===== src/rtl/npc_ctrl_pkg.sv =====
// Shared types and constants for the NPC multi-cycle sequencer.
package npc_ctrl_pkg;

   typedef enum logic [2:0] {
      BOOT   = 3'd0,
      FETCH  = 3'd1,
      DECODE = 3'd2,
      EXEC   = 3'd3,
      MEM    = 3'd4,
      WB     = 3'd5,
      HALT   = 3'd6
   } state_t;

   localparam logic [31:0] DEFAULT_RESET_PC = 32'h8000_0000;
   localparam int          TO_W             = 16;

endpackage


===== src/rtl/npc_timeout_cnt.sv =====
// Wait-cycle counter for memory handshakes; expire fires on the TIMEOUT-th
// consecutive cycle counted without an ack.
import npc_ctrl_pkg::*;

module npc_timeout_cnt #(
   parameter int TIMEOUT = 255
) (
   input  logic clk,
   input  logic rst_n,
   input  logic clr,
   input  logic en,
   output logic expire
);

   localparam logic [TO_W-1:0] LIMIT = TO_W'(TIMEOUT - 1);

   logic [TO_W-1:0] cnt;

   always_ff @(posedge clk or negedge rst_n) begin
      if (!rst_n)
         cnt <= '0;
      else if (clr)
         cnt <= '0;
      else if (en)
         cnt <= cnt + 1'b1;
   end

   // Combinational so the FSM leaves on the same edge the count would hit TIMEOUT.
   assign expire = en && (cnt == LIMIT);

endmodule


===== src/rtl/npc_ctrl.sv =====
// NPC multi-cycle sequencer: owns PC/IR, runs fetch..writeback, and gates
// register-file and PC commits to once per retired instruction.
import npc_ctrl_pkg::*;

module npc_ctrl #(
   parameter logic [31:0] RESET_PC = DEFAULT_RESET_PC,
   parameter int          TIMEOUT  = 255
) (
   input  logic        clk,
   input  logic        rst_n,
   output logic        imem_req,
   output logic [31:0] imem_addr,
   input  logic        imem_ack,
   input  logic [31:0] imem_rdata,
   output logic [31:0] inst,
   input  logic        stop_sim,
   input  logic        memtoreg,
   input  logic        is_store,
   input  logic [31:0] next_pc,
   output logic        dmem_req,
   input  logic        dmem_ack,
   output logic        rf_wen,
   output logic [31:0] pc,
   output logic [31:0] instret,
   output logic        halted,
   output logic        bus_err
);

   state_t state;
   logic   st_q;
   logic   busy, ack, expire;

   assign busy = (state == FETCH) || (state == MEM);
   assign ack  = ((state == FETCH) && imem_ack) || ((state == MEM) && dmem_ack);

   npc_timeout_cnt #(.TIMEOUT(TIMEOUT)) u_to (
      .clk    (clk),
      .rst_n  (rst_n),
      .clr    (!busy || ack),
      .en     (busy && !ack),
      .expire (expire)
   );

   always_ff @(posedge clk or negedge rst_n) begin
      if (!rst_n) begin
         state   <= BOOT;
         pc      <= RESET_PC;
         inst    <= '0;
         instret <= '0;
         bus_err <= 1'b0;
         st_q    <= 1'b0;
      end else begin
         case (state)
            BOOT:   state <= FETCH;
            FETCH:
               if (imem_ack) begin
                  inst  <= imem_rdata;
                  state <= DECODE;
               end else if (expire) begin
                  bus_err <= 1'b1;
                  state   <= HALT;
               end
            DECODE: state <= EXEC;
            EXEC: begin
               // Store flag is captured so rf_wen stays a pure state decode in WB.
               st_q <= is_store;
               if (stop_sim)                  state <= HALT;
               else if (memtoreg || is_store) state <= MEM;
               else                           state <= WB;
            end
            MEM:
               if (dmem_ack)
                  state <= WB;
               else if (expire) begin
                  bus_err <= 1'b1;
                  state   <= HALT;
               end
            WB: begin
               pc      <= next_pc;
               instret <= instret + 32'd1;
               state   <= FETCH;
            end
            HALT:   state <= HALT;
            default: state <= HALT;
         endcase
      end
   end

   assign imem_req  = (state == FETCH);
   assign dmem_req  = (state == MEM);
   assign rf_wen    = (state == WB) && !st_q;
   assign halted    = (state == HALT);
   assign imem_addr = pc;

endmodule


===== config.mk =====
export PLATFORM = sky130hd
export DESIGN_NAME = npc_ctrl
export DESIGN_NICKNAME = d
export VERILOG_FILES = /design/src/rtl/npc_ctrl_pkg.sv /design/src/rtl/npc_timeout_cnt.sv /design/src/rtl/npc_ctrl.sv
export SDC_FILE = /design/constraint.sdc
export NUM_CORES = 1
export LEC_CHECK = 0
export ABC_CLOCK_PERIOD_IN_PS = 1900
export CELL_PAD_IN_SITES_DETAIL_PLACEMENT = 1
export CELL_PAD_IN_SITES_GLOBAL_PLACEMENT = 2
export CORE_ASPECT_RATIO = 0.9
export CORE_UTILIZATION = 24
export CTS_CLUSTER_SIZE = 30
export DETAILED_ROUTE_END_ITERATION = 12
export PLACE_DENSITY = 0.87
export SYNTH_ARGS = -nofsm -noshare
export SYNTH_HDL_FRONTEND = slang
export SYNTH_SLANG_ARGS = --single-unit

===== constraint.sdc =====
create_clock -name clk -period 1.9 [get_ports clk]
set_input_delay 0.19 -clock clk [delete_from_list [all_inputs] [get_ports clk]]
set_output_delay 0.19 -clock clk [all_outputs]
set_load 0.02 [all_outputs]

==> results.txt <==
Starting Density: 24.6%
Worst VDD drop: 0.704 mV
Critical Path Source: instret[2]
FP Rows: 50
Port Buffer Count: 203
Req. time, crit path: 1.71 ns
CP max-delay cell: clkdlybuf4s50_1
FF+latch count, synth: 117
Slew @ Worst Pin: 0.357 ns
Avg Cell Area, Syn: 10.8 um^2
Min Hold Slack: 0.186 ns
Pleak: 3.53 nW
global route overflow: 0
TritonCTS Buffers: 17
initial antenna violation count: 0
chip width: 157 um
CP Cell Sequence: buf_4 > clkdlybuf4s50_1
final instance area: 8070 um^2
CTS tree: done
number of diodes: 0
Async SR Flop Fraction: 100%
Tot Pwr: 12.4 mW
FF-to-FF Start: instret[0]
Residual DRC: 0
largest net degree at the start of global routing: 63
EDFF count, synth: 0
Cell Area, Synth: 5160 um^2
drt first pass iters: 4
crit-path leading delay family: buffers and inverters
final setup vio count: 0
die area: 22100 um^2
Setup crit end kind: primary output
Cell Count, Final, Fillers Out: 971
Top FF cell, synth: dfrtp_1
post-route setup TNS: 0 ns
Buf/Inv on CP: 2
Pwr Density: 1540 nW/um^2
Via Count: 4127
CORE AREA: 21000 um^2
Setup Skew: 0.0105 ns
routed vias/inst: 4.25
FF+latch area: 2930 um^2
clock root cell: clkbuf_16
final hold violations: 0
final wirelength: 14700 um
Tcrit/Tclk final: 92.8%
relative slew slack: 76.2%
critical path class: flip-flop to primary output
dpl cells: 937
share of layout cells above drive strength 1: 14.0%
maximum clock frequency: 0.567 GHz
max cap viols: 0
Post-DP Area: 7440 um^2
Clock Latency Late Sink: 0.41 ns
Vert. Die Dim: 141 um
H-tree level count: 4
GRT Util Overall: 13.9%
worst hold path type: primary input to async pin
first-pass GRT wire length: 23300 um
Layout Nets: 746
WP data arrival: 1.57 ns
Final Max Slew Viols: 0
vias in the first global route: 4275
Syn Inst Count: 477
post-route setup slack: 0.136 ns
routed length per instance: 15.2 um
Max stage delay on crit path: 0.67 ns
yosys warns: 0
CTS sink count: 117
HPWL after detailed placement: 10800 um
status: complete, no violations
min cycle time layout: 1.76 ns
RSZ-0062 raised after global routing: false
Fill cells: 2324
Critical Path Start Type: flip-flop
gpl congestion: 0.747
CP Max Fanout: 6
Clock Tree Buf Depth: 2
Clk pin slew, worst setup/hold paths: 0.06 ns
Ports: 204
post-synthesis sequential area ratio: 56.8%
pre-CTS setup slack: 0.0773 ns
Layout Utilization: 38.5%
multi-input logic area: 1890 um^2
Area Growth Syn to Fin: 56.4%
Distinct cells, synth: 37
DR iter-0 viols: 166
syn_nets: 551
DRT antenna net count: 0
==> cells by family (layout without fill, tap and decap cells) <==
| family | Yosys count | in the layout | synth area share (%) |
|---|---|---|---|
| AO/OA/AOI/OAI | 11 | 11 | 1.33 |
| XOR/XNOR | 43 | 43 | 7.30 |
| adder cells (fa/ha/maj) | 3 | 3 | 0.728 |
| buffers and inverters | 56 | 264 | 6.55 |
| flip-flops | 117 | 117 | 56.8 |
| multiplexers | 33 | 33 | 7.21 |
| AND/OR/NAND/NOR | 214 | 214 | 20.1 |
==> flip-flops by register name (all words and copies together) (netlist names) <==
register,flops
imem_addr,32
inst,32
st_q,1
u_to.cnt,16
instret,32
bus_err,1
state,3
==> layout by cell type, fill, tap and decap left out, types with 2 or more instances in the layout <==
master	n
a21oi_1	2
nor2_1	23
xnor2_1	25
ha_1	3
buf_12	4
clkbuf_16	17
dlygate4sd2_1	3
or3b_2	2
dfrtp_1	113
clkinvlp_4	3
nand4_1	20
clkinv_2	2
buf_4	20
xor2_1	18
nand2b_1	2
clkbuf_1	4
o21ai_0	3
nor4_2	2
clkbuf_8	3
or3_1	2
and3_1	7
dfrtp_2	3
or4_1	2
a31oi_1	2
inv_1	5
nor3_1	8
bufinv_16	3
o21a_1	2
nand3_1	18
clkdlybuf4s50_1	198
nand2_1	113
and2_1	3
mux2_2	32
and4_1	5
==> cells in the mapped netlist (2+ instances only) <==
library cell  count  area (um^2)
xnor2_1          25          219
nor3_1            8         40.0
and2_1            3         18.8
a31oi_1           2         12.5
o21ai_0           3         15.0
a21oi_1           2         10.0
or4_1             2         15.0
clkbuf_1         11         41.3
or3b_2            2         17.5
or3_1             2         12.5
nand2b_1          2         12.5
buf_1             2         7.51
mux2_2           32          360
and4_1            5         43.8
nor4_2            2         25.0
dfrtp_1         116         2900
nand3_1          18         90.1
o21a_1            2         15.0
inv_1             5         18.8
buf_2             6         30.0
buf_4            32          240
and3_1            7         43.8
nor2_1           24         90.1
nand2_1         113          424
nand4_1          20          125
ha_1              3         37.5
xor2_1           18          158
==> power breakdown <==
part,total (mW),internal (mW),switching (mW)
sequential,3.87,3.28,0.586
combinational,5.28,2.62,2.66
clock,3.29,2.16,1.13
total,12.4,8.06,4.37
==> final timing paths <==
| check | endpoint | slack (ns) | depth (start not counted) |
|---|---|---|---|
| worst max-delay path | instret[2] | 0.14 | 2 |
| worst min-delay path | instret[21] | 0.19 | 2 |
| worst max register to register | instret[10] | 0.14 | 5 |
| worst min register to register | imem_addr[31] | 0.47 | 2 |
| max in group asynchronous | imem_addr[31] | 1.07 | 3 |
| min in group clk | imem_addr[31] | 0.28 | 3 |
==> per-layer routing <==
metal	wire [um]	up-vias	track usage, %
li1	-	1951	-
met1	6400	2043	16.8
met2	7060	124	22.5
met3	1180	9	6.18
met4	88	0	3.20
met5	0	-	0
==> layout make-up <==
| cell class | instances | area share, % |
|---|---|---|
| Timing Repair Buffer | 227 | 28.0 |
| Inverter | 5 | 0.233 |
| Multi-Input combinational cell | 304 | 23.5 |
| Sequential cell | 117 | 36.4 |
| Tap cell | 286 | 4.44 |
| Clock inverter | 8 | 1.52 |
| Clock buffer | 24 | 5.97 |
==> what timing repair did <==
item                                    in CTS  in global routing
endpoints found under the setup margin       4                  2
resized for setup                            5                  2
pin swaps                                    1                  0
hold endpoints to repair                   116                  0
hold buffers                                 1                  0
buffers inserted                             1                  0
Note: power is estimated with default switching activity, not from simulation.
